[src/rtl/raster_scan_ctrl.sv]
// Raster scan coordinate generator: walks x/y over an IMG_W x IMG_H frame with
// valid/ready handshaking, optional inter-line blanking and a one-cycle done pulse.
module raster_scan_ctrl #(
    parameter int IMG_W   = 640,
    parameter int IMG_H   = 480,
    parameter int H_BLANK = 4
) (
    input  logic                     clk,
    input  logic                     rst,
    input  logic                     start,
    input  logic                     abort,
    input  logic                     out_ready,
    output logic                     out_valid,
    output logic [$clog2(IMG_W)-1:0] x,
    output logic [$clog2(IMG_H)-1:0] y,
    output logic                     sof,
    output logic                     eol,
    output logic                     eof,
    output logic                     busy,
    output logic                     done
);

    localparam int XW       = $clog2(IMG_W);
    localparam int YW       = $clog2(IMG_H);
    // A zero-length gap never enters BLANK, but the counter still needs one bit.
    localparam int GW       = (H_BLANK > 0) ? $clog2(H_BLANK + 1) : 1;
    localparam int GAP_LAST = (H_BLANK > 0) ? H_BLANK - 1 : 0;

    localparam logic [XW-1:0] X_LAST = XW'(IMG_W - 1);
    localparam logic [YW-1:0] Y_LAST = YW'(IMG_H - 1);
    localparam logic [GW-1:0] G_LAST = GW'(GAP_LAST);

    typedef enum logic [1:0] {
        IDLE,
        SCAN,
        BLANK,
        DONE
    } state_t;

    state_t        state;
    state_t        state_next;
    logic [XW-1:0] x_cnt;
    logic [XW-1:0] x_next;
    logic [YW-1:0] y_cnt;
    logic [YW-1:0] y_next;
    logic [GW-1:0] gap_cnt;
    logic [GW-1:0] gap_next;

    always_ff @(posedge clk) begin
        if (rst) begin
            state   <= IDLE;
            x_cnt   <= '0;
            y_cnt   <= '0;
            gap_cnt <= '0;
        end else begin
            state   <= state_next;
            x_cnt   <= x_next;
            y_cnt   <= y_next;
            gap_cnt <= gap_next;
        end
    end

    always_comb begin
        state_next = state;
        x_next     = x_cnt;
        y_next     = y_cnt;
        gap_next   = gap_cnt;

        case (state)
            IDLE: begin
                if (start) begin
                    state_next = SCAN;
                    x_next     = '0;
                    y_next     = '0;
                end
            end
            SCAN: begin
                if (out_ready) begin
                    if (x_cnt == X_LAST) begin
                        x_next = '0;
                        if (y_cnt == Y_LAST) begin
                            y_next     = '0;
                            state_next = DONE;
                        end else begin
                            y_next     = y_cnt + 1'b1;
                            state_next = (H_BLANK > 0) ? BLANK : SCAN;
                        end
                    end else begin
                        x_next = x_cnt + 1'b1;
                    end
                end
            end
            BLANK: begin
                if (gap_cnt == G_LAST) begin
                    gap_next   = '0;
                    state_next = SCAN;
                end else begin
                    gap_next = gap_cnt + 1'b1;
                end
            end
            DONE: begin
                state_next = IDLE;
            end
            default: begin
                state_next = IDLE;
            end
        endcase

        // Abort overrides everything above, including a start seen in IDLE.
        if (abort) begin
            state_next = IDLE;
            x_next     = '0;
            y_next     = '0;
            gap_next   = '0;
        end
    end

    assign out_valid = (state == SCAN);
    assign x         = x_cnt;
    assign y         = y_cnt;
    assign sof       = out_valid && (x_cnt == '0) && (y_cnt == '0);
    assign eol       = out_valid && (x_cnt == X_LAST);
    assign eof       = out_valid && (x_cnt == X_LAST) && (y_cnt == Y_LAST);
    assign busy      = (state != IDLE);
    assign done      = (state == DONE);

endmodule
[config.mk]
export PLATFORM = sky130hd
export DESIGN_NAME = raster_scan_ctrl
export DESIGN_NICKNAME = d
export VERILOG_FILES = /design/src/rtl/raster_scan_ctrl.sv
export SDC_FILE = /design/constraint.sdc
export NUM_CORES = 1
export LEC_CHECK = 0
export CORE_ASPECT_RATIO = 1.2
export CORE_MARGIN = 2
export CORE_UTILIZATION = 40
export DETAILED_ROUTE_END_ITERATION = 16
export MAX_ROUTING_LAYER = met4
export PLACE_DENSITY = 0.72
export SLEW_MARGIN = 10
export SYNTH_ARGS = -nofsm -noshare
export SYNTH_HDL_FRONTEND = slang
export SYNTH_SLANG_ARGS = --single-unit
export TNS_END_PERCENT = 30
[constraint.sdc]
create_clock -name clk -period 1.6 [get_ports clk]
set_input_delay 0.32 -clock clk [delete_from_list [all_inputs] [get_ports clk]]
set_output_delay 0.32 -clock clk [all_outputs]
set_load 0.05 [all_outputs]
==> results of run 1 <==
## metal layers
metal	vias to the layer above	track usage [%]
li1	780	-
met1	786	30.28
met2	95	45.88
met3	25	2.799
met4	0	14.53
met5	-	-
## critical path: cells and delay by family (launching register included)
family                     cells  cell delay (ns)
buffers and inverters          1             0.18
adders and majority gates      1             0.13
and+or+nand+nor                3             0.71
DFF                            1             0.38
## worst paths after layout
path	from	to	slack, ns	cells after the start
max	y[1]	eof	-0.38	5
min	gap_cnt[2]	gap_cnt[2]	0.46	2
max reg2reg	x[9]	y[7]	-0.22	7
min reg2reg	gap_cnt[2]	gap_cnt[2]	0.46	2
## kinds of logic after synthesis
logic type / Yosys count / synth area share [%]
mux: 5 / 3.700
simple gates: 87 / 33.94
compound gates: 31 / 14.62
xor+xnor: 6 / 3.791
buf+inv: 16 / 4.783
flops: 24 / 34.66
fa+ha+maj: 5 / 4.513
## through the flow
step	hold slack (ns)	worst slack [ns]	power (mW)
final	0.4565	-0.3813	1.280
after global routing	0.4892	-0.4681	1.317
after CTS	0.4528	-0.4014	1.276
after detailed placement	0.4375	-0.3243	0.7382
after global placement	0.4211	-0.2706	0.7356
after floorplan	0.4124	-0.3889	0.6638
## report_power, final
part,total (mW),switching (mW),internal [mW],leakage [nW]
Sequential,0.581,0.00158,0.580,0.206
Combinational,0.153,0.0798,0.0730,0.775
Clock,0.546,0.211,0.335,0.0357
Total,1.28,0.293,0.987,1.02
## registers in the layout, summed over array words and instances (netlist names)
name and cells:
gap_cnt 3, state 2, x 10, y 9
## timing repair
action / 4_1_cts / 5_1_grt
hold buffers: 0 / 0
pin swaps: 9 / 10
gates resized for setup: 7 / 7
setup endpoints to repair: 14 / 21
setup buffers: 8 / 2
## synth_stat cells, types with 5 or more instances
library cell	count
dfxtp_1	24
nor2_1	22
nand2_1	20
a21oi_1	8
inv_1	8
nand3_1	7
nor3_1	6
a31oi_1	5
ha_1	5
nand4_1	5
nor4_1	5
## layout make-up
| cell class | count | area (um2) | area share [%] |
|---|---|---|---|
| clock buffer | 3 | 41.29 | 1.605 |
| clock inverter | 1 | 30.03 | 1.167 |
| inverter | 9 | 36.28 | 1.411 |
| multi-input combinational | 134 | 983.4 | 38.23 |
| sequential | 24 | 531.8 | 20.67 |
| tap | 37 | 46.29 | 1.800 |
| timing repair buffer | 82 | 903.4 | 35.12 |
==> impl_results.md, run 1 <==
* Clock-pin slew on the worst setup and hold paths at 0.09 ns
* Synth Instances at 174
* Max-capacitance violation count at 0
* Slew of the pin with the lowest slew margin at 0.4191 ns
* Max-Slew Margin vs Limit at 71.85%
* Critical path's slowest cell: dfxtp_4
* Max IR drop VDD at 0.4653 mV
* Fin. Hold Viols at 0
* Routability cong. at 0.8893
* Syn nets at 184
* Critical Path Max Stage Delay at 0.38 ns
* ANT cells at 0
* Placed Cells at 277
* TNS Setup at -1.933 ns
* First-pass GRT wire length at 7886 um
* Hold crit path type: register to register
* Startpoint types: register
* RSZ-0062 raised after global routing: true
* Starting Density at 41.53%
* Die area at 3955 um2
* Ys async rst share at 0%
* Yosys synthesis warning count at 0
* Kind of end point of the critical path: output port
* Number of I/O pins at 30
* Final design utilization at 77.06%
* Register area share after synthesis at 34.66%
* I/O Buffers at 29
* Worst skew pair latency at 0.27 ns
* Synth area leader: dfxtp_1
* WL met1 at 1848 um
* Largest net degree at the start of global routing at 15
* Area grow syn2layout at 85.56%
* Commonest non-fill, non-tap cell in the layout: buf_4
* Core Region at 3338 um2
* CTS root buffer: clkbuf_8
* Mapped Area at 1386 um2
* Vias after detailed routing at 1686
* Pre-Repair DR Iteration Count at 5
* Post-synthesis register bit count at 24
* Synth top area cells: dfxtp_1 (35%), nor2_1 (6.0%), nand2_1 (5.4%), ha_1 (4.5%), a21oi_1 (2.9%)
* Leakage at 1.018 nW
* Drc violations at 0
* CTS tree: built
* Failing checks: setup timing
* Post-synth EDFFs at 0
* Setup slack after layout at -0.3813 ns
* CP Class: register to output port
* Layout cells sized above 1 at 51.78%
* CTS Buf Count at 3
* Top_reg_cell synth: dfxtp_1
* H-tree depth at 1
* Met2 wire len at 2389 um
* Setup-failing EPs final at 19
* Yosys top cell area share at 34.66%
* Status: finished, violations left
* Post-DP Area at 2380 um2
* Post-synth cell types at 47
* Iter 0 DRT Violations at 95
* Synth Area per Inst at 7.967 um2
* Die height at 68.49 um
* FMAX at 0.5047 GHz
* Power Density at 497.6 nW/um2
* Die width at 57.74 um
* Vias in the first global route at 1763
* Clock skew at 0.002161 ns
* Fin nets at 264
* Highest Signal Layer: met4
* Tcrit/Tclk final at 123.8%
* Final Instance Area at 2572 um2
* CP max FO at 3
* Fillers at 218
* Global Route Usage Sum at 26.55%
* Most frequent cells in the layout: buf_4 (53), nor2_1 (21), buf_12 (21), nand2_1 (17), dfxtp_4 (11)
* Clk sinks at 24
* Pins Over Slew Limit at 0
* Bufs on Longest Clock Path at 2
* WL/cell at 16.52 um
* Metal3 WL at 380 um
* Core Rows at 23
* Post-DP HPWL at 3382 um
* Cell Count, Final, Fillers Out at 290
* Via density at 5.814
* Final wirelength at 4791 um
* Antenna-violating nets left at 0
* Antenna violations before repair at 0
* Fin crit period at 1.981 ns
* Cell breakdown of the critical path: ha_4, and4_4, nand4_1, nor4_4, buf_12
* CP arrival at 1.66 ns
* Congestion Overflow GR at 0
* Critical path required time at 1.28 ns
No activity file was read; power rests on OpenSTA's default activity.
==> run 2: changes to the inputs <==
Settings changed: SETUP_SLACK_MARGIN set to 0.02.
==> impl_results.md, run 2 (synthesis gave the netlist of run 1 again) <==
* Clock skew at 0.003595 ns
* Antenna-violating nets left at 0
* FF-to-FF setup slack at -0.14 ns
* Vias after detailed routing at 1715
* Number of flip-flops in the largest register at 10
* Worst skew pair latency at 0.28 ns
* Critical path required time at 1.28 ns
* Hold Path End: gap_cnt[2]
* Die width at 57.74 um
* Max-capacitance violation count at 0
* Tcrit/Tclk final at 127.8%
* Hold_sp: gap_cnt[2]
* WL/cell at 17.71 um
* Number of I/O pins at 30
* H-tree depth at 1
* Core Rows at 23
* Congestion Overflow GR at 0
* Worst Hold Depth at 2
* Fin. Hold Viols at 0
* Power Density at 491.0 nW/um2
* Starting Density at 41.53%
* Setup slack after layout at -0.4456 ns
* CP max FO at 3
* Antenna violations before repair at 0
* RSZ-0062 raised after global routing: true
* Iter 0 DRT Violations at 100
* Pre-Repair DR Iteration Count at 4
* I/O Buffers at 29
* Tot Pwr at 1.290 mW
* CTS Buf Count at 3
* Area grow syn2layout at 89.53%
* CP Class: register to output port
* Cell Int Power at 0.9944 mW
* Placed Cells at 277
* Setup-failing EPs final at 19
* Final Instance Area at 2628 um2
* Drc violations at 0
* Post-DP Area at 2380 um2
* RR Endpoint: y[7]
* CP arrival at 1.73 ns
* ANT cells at 0
* Layout cells sized above 1 at 53.73%
* Bufs on Longest Clock Path at 2
* Final design utilization at 78.71%
* Fin nets at 266
* Cell Count, Final, Fillers Out at 292
* CTS tree: built
* Via density at 5.873
* Max-Slew Margin vs Limit at 73.48%
* Area of the multi-input gates at 1003 um2
* Largest net degree at the start of global routing at 15
* Commonest non-fill, non-tap cell in the layout: buf_4
* Core Region at 3338 um2
* First-pass GRT wire length at 7320 um
* Die area at 3955 um2
* FMAX at 0.4889 GHz
* Post-DP HPWL at 3331 um
* Slew of the pin with the lowest slew margin at 0.3947 ns
* Kind of end point of the critical path: output port
* Worst flop-to-flop path startpoint: x[9]
* Hold crit path type: register to register
* Most frequent cells in the layout: buf_4 (50), buf_12 (21), nor2_1 (18), nand2_1 (17), dfxtp_4 (11)
* Max IR drop VDD at 0.7849 mV
* Sequential power share at 45.1%
* Combinational power share at 12.8%
* Routability cong. at 0.8895
* Psw at 0.2958 mW
* Startpoint types: register
* CTS root buffer: clkbuf_8
* Clock share of power at 42.1%
* Die height at 68.49 um
* Fillers at 195
* Clk sinks at 24
* Failing checks: setup timing
* Setup Slack @ Placement at -0.3169 ns
* Global Route Usage Sum at 25.18%
* Status: finished, violations left
* Final wirelength at 5171 um
* Pins Over Slew Limit at 0
* Switching part of the total at 22.93%
* Storage cell area at 533.0 um2
* Fin crit period at 2.046 ns
* R2r worst-path depth at 6
* Vias in the first global route at 1643
* Clock-pin slew on the worst setup and hold paths at 0.09 ns
* Hold_ws at 0.4447 ns
* Leakage at 1.044 nW
* TNS Setup at -2.138 ns
-- run 2: changes by cell type in the layout (fill, tap and decap cells not counted), moves of 3 or more --
| cell | previous run | this run |
|---|---|---|
| buf_4 | 53 | 50 |
| buf_6 | 4 | 9 |
| nor2_2 | 1 | 4 |
| nor2_1 | 21 | 18 |
-- run 2: final cells by class --
type                    instances  share of cell area (%)
inverters                       9                   1.381
flip-flops and latches         24                   20.29
multi-input cells             134                   38.19
repair buffers                 84                   35.67
clock inverters                 1                   1.143
well taps                      37                   1.762
clock buffers                   3                   1.571
-- run 2: layer usage --
layer / track usage [%] / share of wire (%) / wire length (um)
met1: 29.18 / 39 / 2028
met3: 2.612 / 4.9 / 251
met5: - / 0 / 0
met2: 42.19 / 54 / 2767
met4: 15.41 / 2.4 / 123
-- run 2: worst max-delay path by stage --
stage / startpoint / end / slack, ns / cells past startpoint
global route: y[4] / sof / -0.51 / 4
floorplan: y[1] / eof / -0.39 / 4
CTS: y[1] / eof / -0.40 / 5
finish: y[1] / eof / -0.45 / 5
global placement: start / y[7] / -0.27 / 6
detailed placement: start / y[7] / -0.32 / 6
-- run 2: what timing repair did --
item	CTS	global route
gates resized for setup	5	21
setup endpoints to repair	14	23
pin swaps	7	10
hold buffers	0	0
buffers inserted	4	7
-- run 2: power groups by stage --
stage | logic [mW] | registers, mW | clock network (mW)
finish | 0.165 | 0.581 | 0.544
global route | 0.171 | 0.582 | 0.577
CTS | 0.146 | 0.581 | 0.550
detailed placement | 0.143 | 0.595 | 0
global placement | 0.141 | 0.595 | 0
floorplan | 0.0679 | 0.596 | 0
-- run 2: critical path, cell delays in order, from the launching register on --
cell	delay, ns
dfxtp_4	0.37
ha_4	0.13
and4_4	0.21
nand4_1	0.21
nor4_4	0.34
buf_12	0.18
==> run 3: changes to the inputs <==
Settings changed: SETUP_SLACK_MARGIN 0.02 to 0.2, SKIP_LAST_GASP set to 1.
==> impl_results.md, run 3 (synthesis gave the netlist of run 1 again) <==
* Status: finished, violations left
* Failing checks: setup timing
* Congestion Overflow GR at 0
* Post-DP HPWL at 3461 um
* H-tree depth at 1
* Most frequent cells in the layout: buf_4 (59), nor2_1 (21), buf_12 (21), nand2_1 (18), dfxtp_4 (11)
* Core Region at 3338 um2
* Clock skew at 0.002294 ns
* FMAX at 0.4937 GHz
* Placed Cells at 281
* Hold Path End: gap_cnt[2]
* Startpoint types: register
* Pre-Repair DR Iteration Count at 4
* I/O Buffers at 29
* Kind of end point of the critical path: output port
* Crit-path leading delay family: simple AND/OR/NAND/NOR gates
* WL/cell at 16.60 um
* Critical path's slowest cell: or4_1
* Worst skew pair latency at 0.27 ns
* CP Class: register to output port
* First-pass GRT wire length at 7948 um
* Leakage at 1.055 nW
* FF-to-FF setup slack at -0.23 ns
* Final wirelength at 4930 um
* Global Route Usage Sum at 27.30%
* Combinational power share at 14.1%
* CTS Buf Count at 3
* Hold_ws at 0.4478 ns
* Commonest non-fill, non-tap cell in the layout: buf_4
* Routability cong. at 0.8967
* Worst flop-to-flop path startpoint: x[9]
* Tot Pwr at 1.178 mW
* Antenna violations before repair at 0
* Fin nets at 271
* CTS tree: built
* Hold crit path type: register to register
* CP arrival at 1.71 ns
* Die area at 3955 um2
* TNS Setup at -2.794 ns
* Tcrit/Tclk final at 126.6%
* Power Density at 451.8 nW/um2
* Critical path buffers and inverters at 1
* Starting Density at 41.53%
* Area grow syn2layout at 88.00%
* Hold_sp: gap_cnt[2]
* Cell breakdown of the critical path: or4_1, nor4_2, and3_4, buf_12
* Die height at 68.49 um
* Layout cells sized above 1 at 51.54%
* Setup slack after layout at -0.4257 ns
* Vias in the first global route at 1682
* Setup-failing EPs final at 21
* Core Rows at 23
* Final design utilization at 78.07%
* Bufs on Longest Clock Path at 2
* R2r worst-path depth at 7
* RR Endpoint: y[7]
* Vias after detailed routing at 1671
* Clock share of power at 36.3%
* ANT cells at 0
* Max-Slew Margin vs Limit at 59.25%
* CP max FO at 2
* Max-capacitance violation count at 0
* Critical Path Max Stage Delay at 0.54 ns
* Pins Over Slew Limit at 0
* Cell Count, Final, Fillers Out at 297
* Die width at 57.74 um
* Iter 0 DRT Violations at 75
* Fin. Hold Viols at 0
* Drc violations at 0
* Number of flip-flops in the largest register at 10
* Max IR drop VDD at 0.5182 mV
* Critical path required time at 1.28 ns
* Sequential power share at 49.5%
* Largest net degree at the start of global routing at 14
* Clock-pin slew on the worst setup and hold paths at 0.09 ns
* Fin crit period at 2.026 ns
* Via density at 5.626
* Slew of the pin with the lowest slew margin at 0.6066 ns
* Switching part of the total at 24.98%
* Hold_buf cts at 0
* CTS root buffer: clkbuf_8
* Psw at 0.2941 mW
* Number of I/O pins at 30
* RSZ-0062 raised after global routing: true
* Antenna-violating nets left at 0
* Cell Int Power at 0.8834 mW
* Clk sinks at 24
* Worst Hold Depth at 2
## run 3: cell types whose count changed in the layout (fill, tap and decap cells not counted), sizes merged
cell	before	now
dlygate4sd2	0	1
clkbuf	3	4
buf	80	85
bufinv	1	0
clkdlybuf4s50	4	3
## run 3: stage by stage
step                worst slack (ns)  cell area, um2
floorplan                    -0.3889            1558
global placement             -0.2832            2412
detailed placement           -0.3668            2412
CTS                          -0.4104            2542
global route                 -0.5067            2606
finish                       -0.4257            2606
## run 3: layout make-up
class                   count  area, um2
clock buffers               4      55.05
multi-input cells         134      978.4
inverters                   9      36.28
fillers                   215      732.0
well taps                  37      46.29
flip-flops and latches     24      531.8
repair buffers             89      958.4
## run 3: how the worst max path moves through the flow
stage / startpoint / to / slack (ns) / cells after the start
after floorplan: y[1] / eof / -0.39 / 4
after global placement: start / y[7] / -0.28 / 6
after detailed placement: start / x[4] / -0.37 / 7
after CTS: x[9] / sof / -0.41 / 4
after global routing: x[9] / sof / -0.51 / 4
final: x[9] / sof / -0.43 / 4
## run 3: what timing repair did
action | CTS | global route
pin swaps | 9 | 5
resized for setup | 6 | 6
buffers inserted | 7 | 5
hold endpoints to repair | 0 | 0
setup endpoints to repair | 27 | 27
## run 3: metal layers
layer / vias to the layer above / track usage (%) / share of wire (%)
li1: 793 / - / -
met1: 796 / 31.38 / 40
met2: 66 / 48.01 / 52
met3: 16 / 2.799 / 4.7
met4: 0 / 12.79 / 3.0
met5: - / - / 0
## run 3: worst min-delay path: cells and delay by family, from the launching register on
family,cells,cell delay [ns]
AO/OA/AOI/OAI,1,0.03
AND/OR/NAND/NOR,1,0.06
flip-flops,1,0.32
## run 3: power groups by stage
stage | Clock, mW | Sequential, mW | Combinational, mW
3_5_place_dp | 0 | 0.597 | 0.151
6_report | 0.428 | 0.583 | 0.167
5_1_grt | 0.462 | 0.584 | 0.177
2_1_floorplan | 0 | 0.596 | 0.0686
3_3_place_gp | 0 | 0.597 | 0.147
4_1_cts | 0.434 | 0.583 | 0.157
